**src/rtl/mmio_stream_port.sv**
```systemverilog
// mmio_stream_port: memory-mapped streaming port on the CPU data bus.
// Four word registers at BASE_ADDR: TXDATA, RXDATA, STATUS and CONTROL.
// TXDATA feeds an outbound valid/ready stream. An inbound stream fills RXDATA.
// A level interrupt reports TX empty and/or RX data available.
// Optional macro MMIO_LOOPBACK_EN adds CONTROL[3] loopback (TX head -> RX tail).
module mmio_stream_port #(
    parameter logic [31:0] BASE_ADDR = 32'h0000_0100,
    parameter int unsigned DEPTH     = 8
) (
    input  logic        i_clock,
    input  logic        i_reset,
    input  logic [31:0] i_addr,
    input  logic [63:0] i_wr_data,
    input  logic        i_write_enable,
    input  logic        i_read_enable,
    output logic [63:0] o_rd_data,
    output logic        o_hit,
    output logic [63:0] o_out_data,
    output logic        o_out_valid,
    input  logic        i_out_ready,
    input  logic [63:0] i_in_data,
    input  logic        i_in_valid,
    output logic        o_in_ready,
    output logic        o_irq
);

    localparam int unsigned AW = (DEPTH > 1) ? $clog2(DEPTH) : 1;
    localparam int unsigned CW = AW + 1;
    localparam logic [CW-1:0] FULL_CNT = CW'(DEPTH);

    // FIFO storage and bookkeeping
    logic [63:0]   r_tx_mem [DEPTH];
    logic [63:0]   r_rx_mem [DEPTH];
    logic [AW-1:0] r_tx_wptr, r_tx_rptr, r_rx_wptr, r_rx_rptr;
    logic [CW-1:0] r_tx_count, r_rx_count;

    // Sticky flags and control
    logic r_tx_overflow, r_rx_underflow;
    logic r_tx_irq_en, r_rx_irq_en;
    logic w_loopback;

    // Decode
    logic [31:0] w_offset;
    logic        w_tx_wr, w_rx_rd, w_ctrl_wr;
    logic        w_tx_full, w_tx_empty, w_rx_full, w_rx_empty;
    logic        w_tx_push, w_tx_pop, w_rx_push, w_rx_pop, w_lb_move;
    logic [63:0] w_status, w_control;

    // Offset subtraction keeps the range check correct even near the top of the map
    assign w_offset  = i_addr - BASE_ADDR;
    assign o_hit     = (w_offset < 32'd4);
    assign w_tx_wr   = o_hit & i_write_enable & (w_offset[1:0] == 2'd0);
    assign w_rx_rd   = o_hit & i_read_enable & (w_offset[1:0] == 2'd1);
    assign w_ctrl_wr = o_hit & i_write_enable & (w_offset[1:0] == 2'd3);

    assign w_tx_full  = (r_tx_count == FULL_CNT);
    assign w_tx_empty = (r_tx_count == '0);
    assign w_rx_full  = (r_rx_count == FULL_CNT);
    assign w_rx_empty = (r_rx_count == '0);

    // Loopback owns both stream ends while enabled
    assign w_lb_move = w_loopback & ~w_tx_empty & ~w_rx_full;

    assign o_out_valid = ~w_tx_empty & ~w_loopback & ~i_reset;
    assign o_out_data  = r_tx_mem[r_tx_rptr];
    assign o_in_ready  = ~w_rx_full & ~w_loopback & ~i_reset;

    assign w_tx_push = w_tx_wr & ~w_tx_full;
    assign w_tx_pop  = (o_out_valid & i_out_ready) | w_lb_move;
    assign w_rx_push = (i_in_valid & o_in_ready) | w_lb_move;
    assign w_rx_pop  = w_rx_rd & ~w_rx_empty;

    assign o_irq = (r_tx_irq_en & w_tx_empty) | (r_rx_irq_en & ~w_rx_empty);

    assign w_status = {40'd0, 8'(r_rx_count), 8'(r_tx_count), 2'b00,
                       r_rx_underflow, r_tx_overflow,
                       w_rx_empty, w_rx_full, w_tx_empty, w_tx_full};
    assign w_control = {60'd0, w_loopback, 1'b0, r_rx_irq_en, r_tx_irq_en};

    // Read mux: combinational from address and registered state
    always_comb begin
        o_rd_data = 64'd0;
        if (o_hit) begin
            unique case (w_offset[1:0])
                2'd0: o_rd_data = 64'd0;
                2'd1: o_rd_data = w_rx_empty ? 64'd0 : r_rx_mem[r_rx_rptr];
                2'd2: o_rd_data = w_status;
                2'd3: o_rd_data = w_control;
                default: o_rd_data = 64'd0;
            endcase
        end
    end

    // FIFO data arrays; contents need no reset since pointers define validity
    always_ff @(posedge i_clock) begin
        if (w_tx_push) begin
            r_tx_mem[r_tx_wptr] <= i_wr_data;
        end
        if (w_rx_push) begin
            r_rx_mem[r_rx_wptr] <= w_loopback ? r_tx_mem[r_tx_rptr] : i_in_data;
        end
    end

    // Pointers and occupancy counts for both FIFOs
    always_ff @(posedge i_clock) begin
        if (i_reset) begin
            r_tx_wptr  <= '0;
            r_tx_rptr  <= '0;
            r_tx_count <= '0;
            r_rx_wptr  <= '0;
            r_rx_rptr  <= '0;
            r_rx_count <= '0;
        end else begin
            if (w_tx_push) r_tx_wptr <= r_tx_wptr + 1'b1;
            if (w_tx_pop)  r_tx_rptr <= r_tx_rptr + 1'b1;
            if (w_rx_push) r_rx_wptr <= r_rx_wptr + 1'b1;
            if (w_rx_pop)  r_rx_rptr <= r_rx_rptr + 1'b1;
            r_tx_count <= r_tx_count + CW'(w_tx_push) - CW'(w_tx_pop);
            r_rx_count <= r_rx_count + CW'(w_rx_push) - CW'(w_rx_pop);
        end
    end

    // Sticky error flags and CONTROL; a new error on the clearing edge stays set
    always_ff @(posedge i_clock) begin
        if (i_reset) begin
            r_tx_overflow  <= 1'b0;
            r_rx_underflow <= 1'b0;
            r_tx_irq_en    <= 1'b0;
            r_rx_irq_en    <= 1'b0;
        end else begin
            if (w_ctrl_wr) begin
                r_tx_irq_en <= i_wr_data[0];
                r_rx_irq_en <= i_wr_data[1];
                if (i_wr_data[2]) begin
                    r_tx_overflow  <= 1'b0;
                    r_rx_underflow <= 1'b0;
                end
            end
            if (w_tx_wr & w_tx_full) r_tx_overflow <= 1'b1;
            if (w_rx_rd & w_rx_empty) r_rx_underflow <= 1'b1;
        end
    end

`ifdef MMIO_LOOPBACK_EN
    logic r_loopback;

    // Loopback enable bit, CONTROL[3]
    always_ff @(posedge i_clock) begin
        if (i_reset) begin
            r_loopback <= 1'b0;
        end else if (w_ctrl_wr) begin
            r_loopback <= i_wr_data[3];
        end
    end

    assign w_loopback = r_loopback;
`else
    assign w_loopback = 1'b0;
`endif

endmodule

```
**config.mk**
```make
export PLATFORM = sky130hd
export DESIGN_NAME = mmio_stream_port
export DESIGN_NICKNAME = d
export VERILOG_FILES = /design/src/rtl/mmio_stream_port.sv
export SDC_FILE = /design/constraint.sdc
export NUM_CORES = 1
export LEC_CHECK = 0
export CORE_MARGIN = 4
export CORE_UTILIZATION = 25
export DETAILED_ROUTE_END_ITERATION = 10
export PLACE_DENSITY_LB_ADDON = 0.08
export SYNTH_ARGS = -nofsm -noshare
export SYNTH_HDL_FRONTEND = slang
export SYNTH_SLANG_ARGS = --single-unit
```
**constraint.sdc**
```tcl
create_clock -name i_clock -period 14.04 [get_ports i_clock]
set_input_delay 4.212 -clock i_clock [delete_from_list [all_inputs] [get_ports i_clock]]
set_output_delay 4.212 -clock i_clock [all_outputs]
set_load 0.02 [all_outputs]
```
==> summary.md <==
| Metric | Value |
|---|---|
| Status | complete, no violations |
| EDFF count, synth | 1024 |
| PortBufs | ~300 |
| Clock Power Share | 41.8% |
| Lkg Pwr | 14.9 nW |
| Synth Instances | 1778 |
| RePlAce Congestion | just over 0.7 |
| Final number of setup-violating endpoints | 0 |
| Fmax | 0.0887 GHz |
| Pre-Repair DR Iteration Count | 5 |
| Ys flop type | edfxtp_1 |
| Die Y | 410 um |
| Top post-synthesis cells by area | edfxtp_1 76%, mux4_2 14%, mux2_2 1.9% |
| Nets@finish | approximately 2300 |
| RSZ-0062 raised after global routing | no |
| Residual DRC count | 0 |
| DP Wirelength | 60200 um |
| Gr usage total | 12.7% |
| Number of synthesized register bits | roughly 1100 |
| Count leader, synth | edfxtp_1 |
| Synth warn | 0 |
| Pint | 5.52 mW |
| Root Buffer | clkbuf_16 |
| Row cnt | 147 |
| Post-DR wirelength/cell | approximately 24 um |
| Initial Util | 25.2% |
| Avg Cell Area, Syn | between 20 and 25 um2 |
| Full die area | 168000 um2 |
| Crit-path most repeated cell | clkdlybuf4s50_1 |
| Number of global-route vias before repair | 21179 |
| Worst-Margin Slew | 1.07 ns |
| Cts bufs inserted | 121 |
| Hold Vio Cnt, Final | 0 |
| Global-route wire length before repair | about 150000 um |
| Core ar. | 161000 um2 |
| Fraction of registers with async set/reset | 0% |
| Seq/Total Area, Yosys | roughly 78% |
| P per Cell Area | 142 nW/um2 |
| Comb pwr share | 8.5% |
| Largest net degree at the start of global routing | 102 |
| Final Skew | 0.0447 ns |
| Setup_tns | 0 ns |
| Antenna violations before repair | 28 |
| Share of layout cells above drive strength 1 | 25.3% |
| Crit. End Element | output port |
| Cell taking the most area after synthesis | edfxtp_1 |
| CTS max path bufs | 3 |
| Synthesis-to-finish area growth | 23.7% |
| Vias per cell | 4.31 |
| Crit-path cells | clkdlybuf4s50_1, nand2b_4, nor3b_2, a222oi_1, nor2_1, clkdlybuf4s50_1 |
| GR Overflow Total | 0 |
| Seq pwr share | ~50% |
| Data required, critical path | about 9.8 ns |
| Synth top area share | 76.0% |
| Final wirelength | 107000 um |
| Filler Cell Count | about 16000 |
| DR vias | 19111 |
| Crit-path max FO | 13 |
| Critical-path top delay cell | clkdlybuf4s50_1 |
| Max-Cap Viols | 0 |
| VDD IR max | 0.106 mV |
| Sw Pwr | 1.59 mW |
| CP arrival | 7.06 ns |
| TritonCTS clock tree | yes |
| # IOs | between 200 and 300 |
| List of most frequent post-synthesis cells | 1024 x edfxtp_1, 256 x mux4_2, 83 x nor2_1, 69 x mux2_2, 55 x mux2i_1 |
| Clock-pin slew on the worst setup and hold paths | 0.06 ns |
| Final max-slew violation count | 0 |
| Post-synth cell types | 51 |
| Min-delay worst type | register to register |
| Post-Syn Area | 40400 um2 |
| Sw Ratio | 22.4% |
| Kind of critical path | input port to output port |
| Power consumption | 7.12 mW |
| Crit-path max cell delay | around 0.77 ns |
| CP Launch Type | input port |
| Post-CTS setup buffer count | 0 |
| H-tree depth | 3 |
| Final period utilization | 80.3% |
| Die width | about 410 um |
| Slew headroom | between 20% and 30% |
| Routed Antenna Nets | 0 |
| # resized after CTS | 0 |
| Min Clock Period, post-route | 11.27 ns |
| Post-CTS Hold Fix Bufs | 0 |
| Clk_lat worst skew | 0.72 ns |
| Clock sinks | 1054 |
| Drt first-iter violations | 1207 |
| Post-Synthesis Net Count | 1961 |
-- state kept, by name (all words and copies together), names as in the netlist, named ones only --
| signal | count |
|---|---|
| r_rx_count | 4 |
| r_rx_irq_en | 1 |
| r_rx_mem | 512 |
| r_rx_rptr | 3 |
| r_rx_underflow | 1 |
| r_rx_wptr | 3 |
| r_tx_count | 4 |
| r_tx_irq_en | 1 |
| r_tx_mem | 512 |
| r_tx_overflow | 1 |
| r_tx_rptr | 3 |
| r_tx_wptr | 3 |
-- cell usage in the layout (no fill, tap or decap), types with 6 or more instances in the layout --
cell                n
a21oi_1             6
a222oi_1           10
buf_4              45
bufinv_16           7
clkbuf_1           27
clkbuf_16         123
clkdlybuf4s50_1   297
clkinv_1           36
clkinv_2           24
dfxtp_1            24
dfxtp_4             6
diode_2            12
edfxtp_1         1024
ha_1               15
inv_1              19
mux2_2             69
mux2i_1            55
mux4_2            256
nand2_1            19
nand3_1             6
nand4_1             7
nor2_1             80
nor3_2              9
nor4_1              7
nor4_2              8
-- critical path: cells and delay by family --
family,cells,cell delay (ns)
buffers and inverters,2,1.46
AND/OR/NAND/NOR,3,1.19
AO/OA/AOI/OAI,1,0.20
-- cells by family (layout without fill, tap and decap cells) --
kind of cell	count (synthesis)	count (layout)	share of synthesized area (%)
multiplexers	382	382	17.6
other	0	12	0
AND/OR/NAND/NOR	178	178	2.41
XOR/XNOR	9	9	0.195
AO/OA/AOI/OAI	31	31	0.582
buffers and inverters	107	586	1.14
flip-flops	1054	1054	77.5
adder cells (fa/ha/maj)	17	17	0.563
-- metal layers --
layer	vias to the layer above	share of wire, %	routed length (um)	GRT usage [%]
met5	-	0.11	116	0
met4	16	2.6	2760	3.43
met3	189	4.8	5170	3.24
met2	375	51	54500	22.1
met1	10256	42	44700	15.6
li1	8275	-	-	-
-- path summary, 6_finish.rpt --
path                                    start              end  slack (ns)  cells after the start
worst min-delay path            r_tx_overflow    r_tx_overflow        0.50                      2
worst max-delay path                i_addr[0]    o_rd_data[10]        2.77                      6
worst max register to register  r_rx_count[2]  r_rx_mem[0][17]       10.67                      7
worst min register to register  r_tx_overflow    r_tx_overflow        0.50                      2
-- stage by stage --
step	hold WS (ns)	cell area [um2]	setup slack [ns]	std cells	util, %
final	0.503	50000	2.77	4429	31.1
after global routing	0.543	50000	2.58	4418	31.1
after CTS	0.508	50000	2.65	4417	31.1
after detailed placement	0.491	46200	2.66	4193	28.7
after global placement	0.467	46200	2.73	4193	28.7
after floorplan	0.441	40400	1.69	1778	-
-- area by class of cell --
cell class | instances | area (um2) | area share (%)
repair buffers | 343 | 3330 | 6.66
inverters | 19 | 71.3 | 0.143
flip-flops and latches | 1054 | 31400 | 62.7
diodes | 12 | 30.0 | 0.0601
well taps | 2160 | 2700 | 5.40
multi-input cells | 617 | 8730 | 17.5
clock buffers | 150 | 3180 | 6.36
clock inverters | 74 | 583 | 1.17
-- power groups by stage --
stage | combinational [mW] | sequential, mW | clock, mW
2_1_floorplan | 0.363 | 3.58 | 0
3_3_place_gp | 0.623 | 3.60 | 0
3_5_place_dp | 0.625 | 3.60 | 0
4_1_cts | 0.629 | 3.54 | 3.10
5_1_grt | 0.661 | 3.54 | 3.22
6_report | 0.605 | 3.54 | 2.98
No activity file was read; power rests on OpenSTA's default activity.
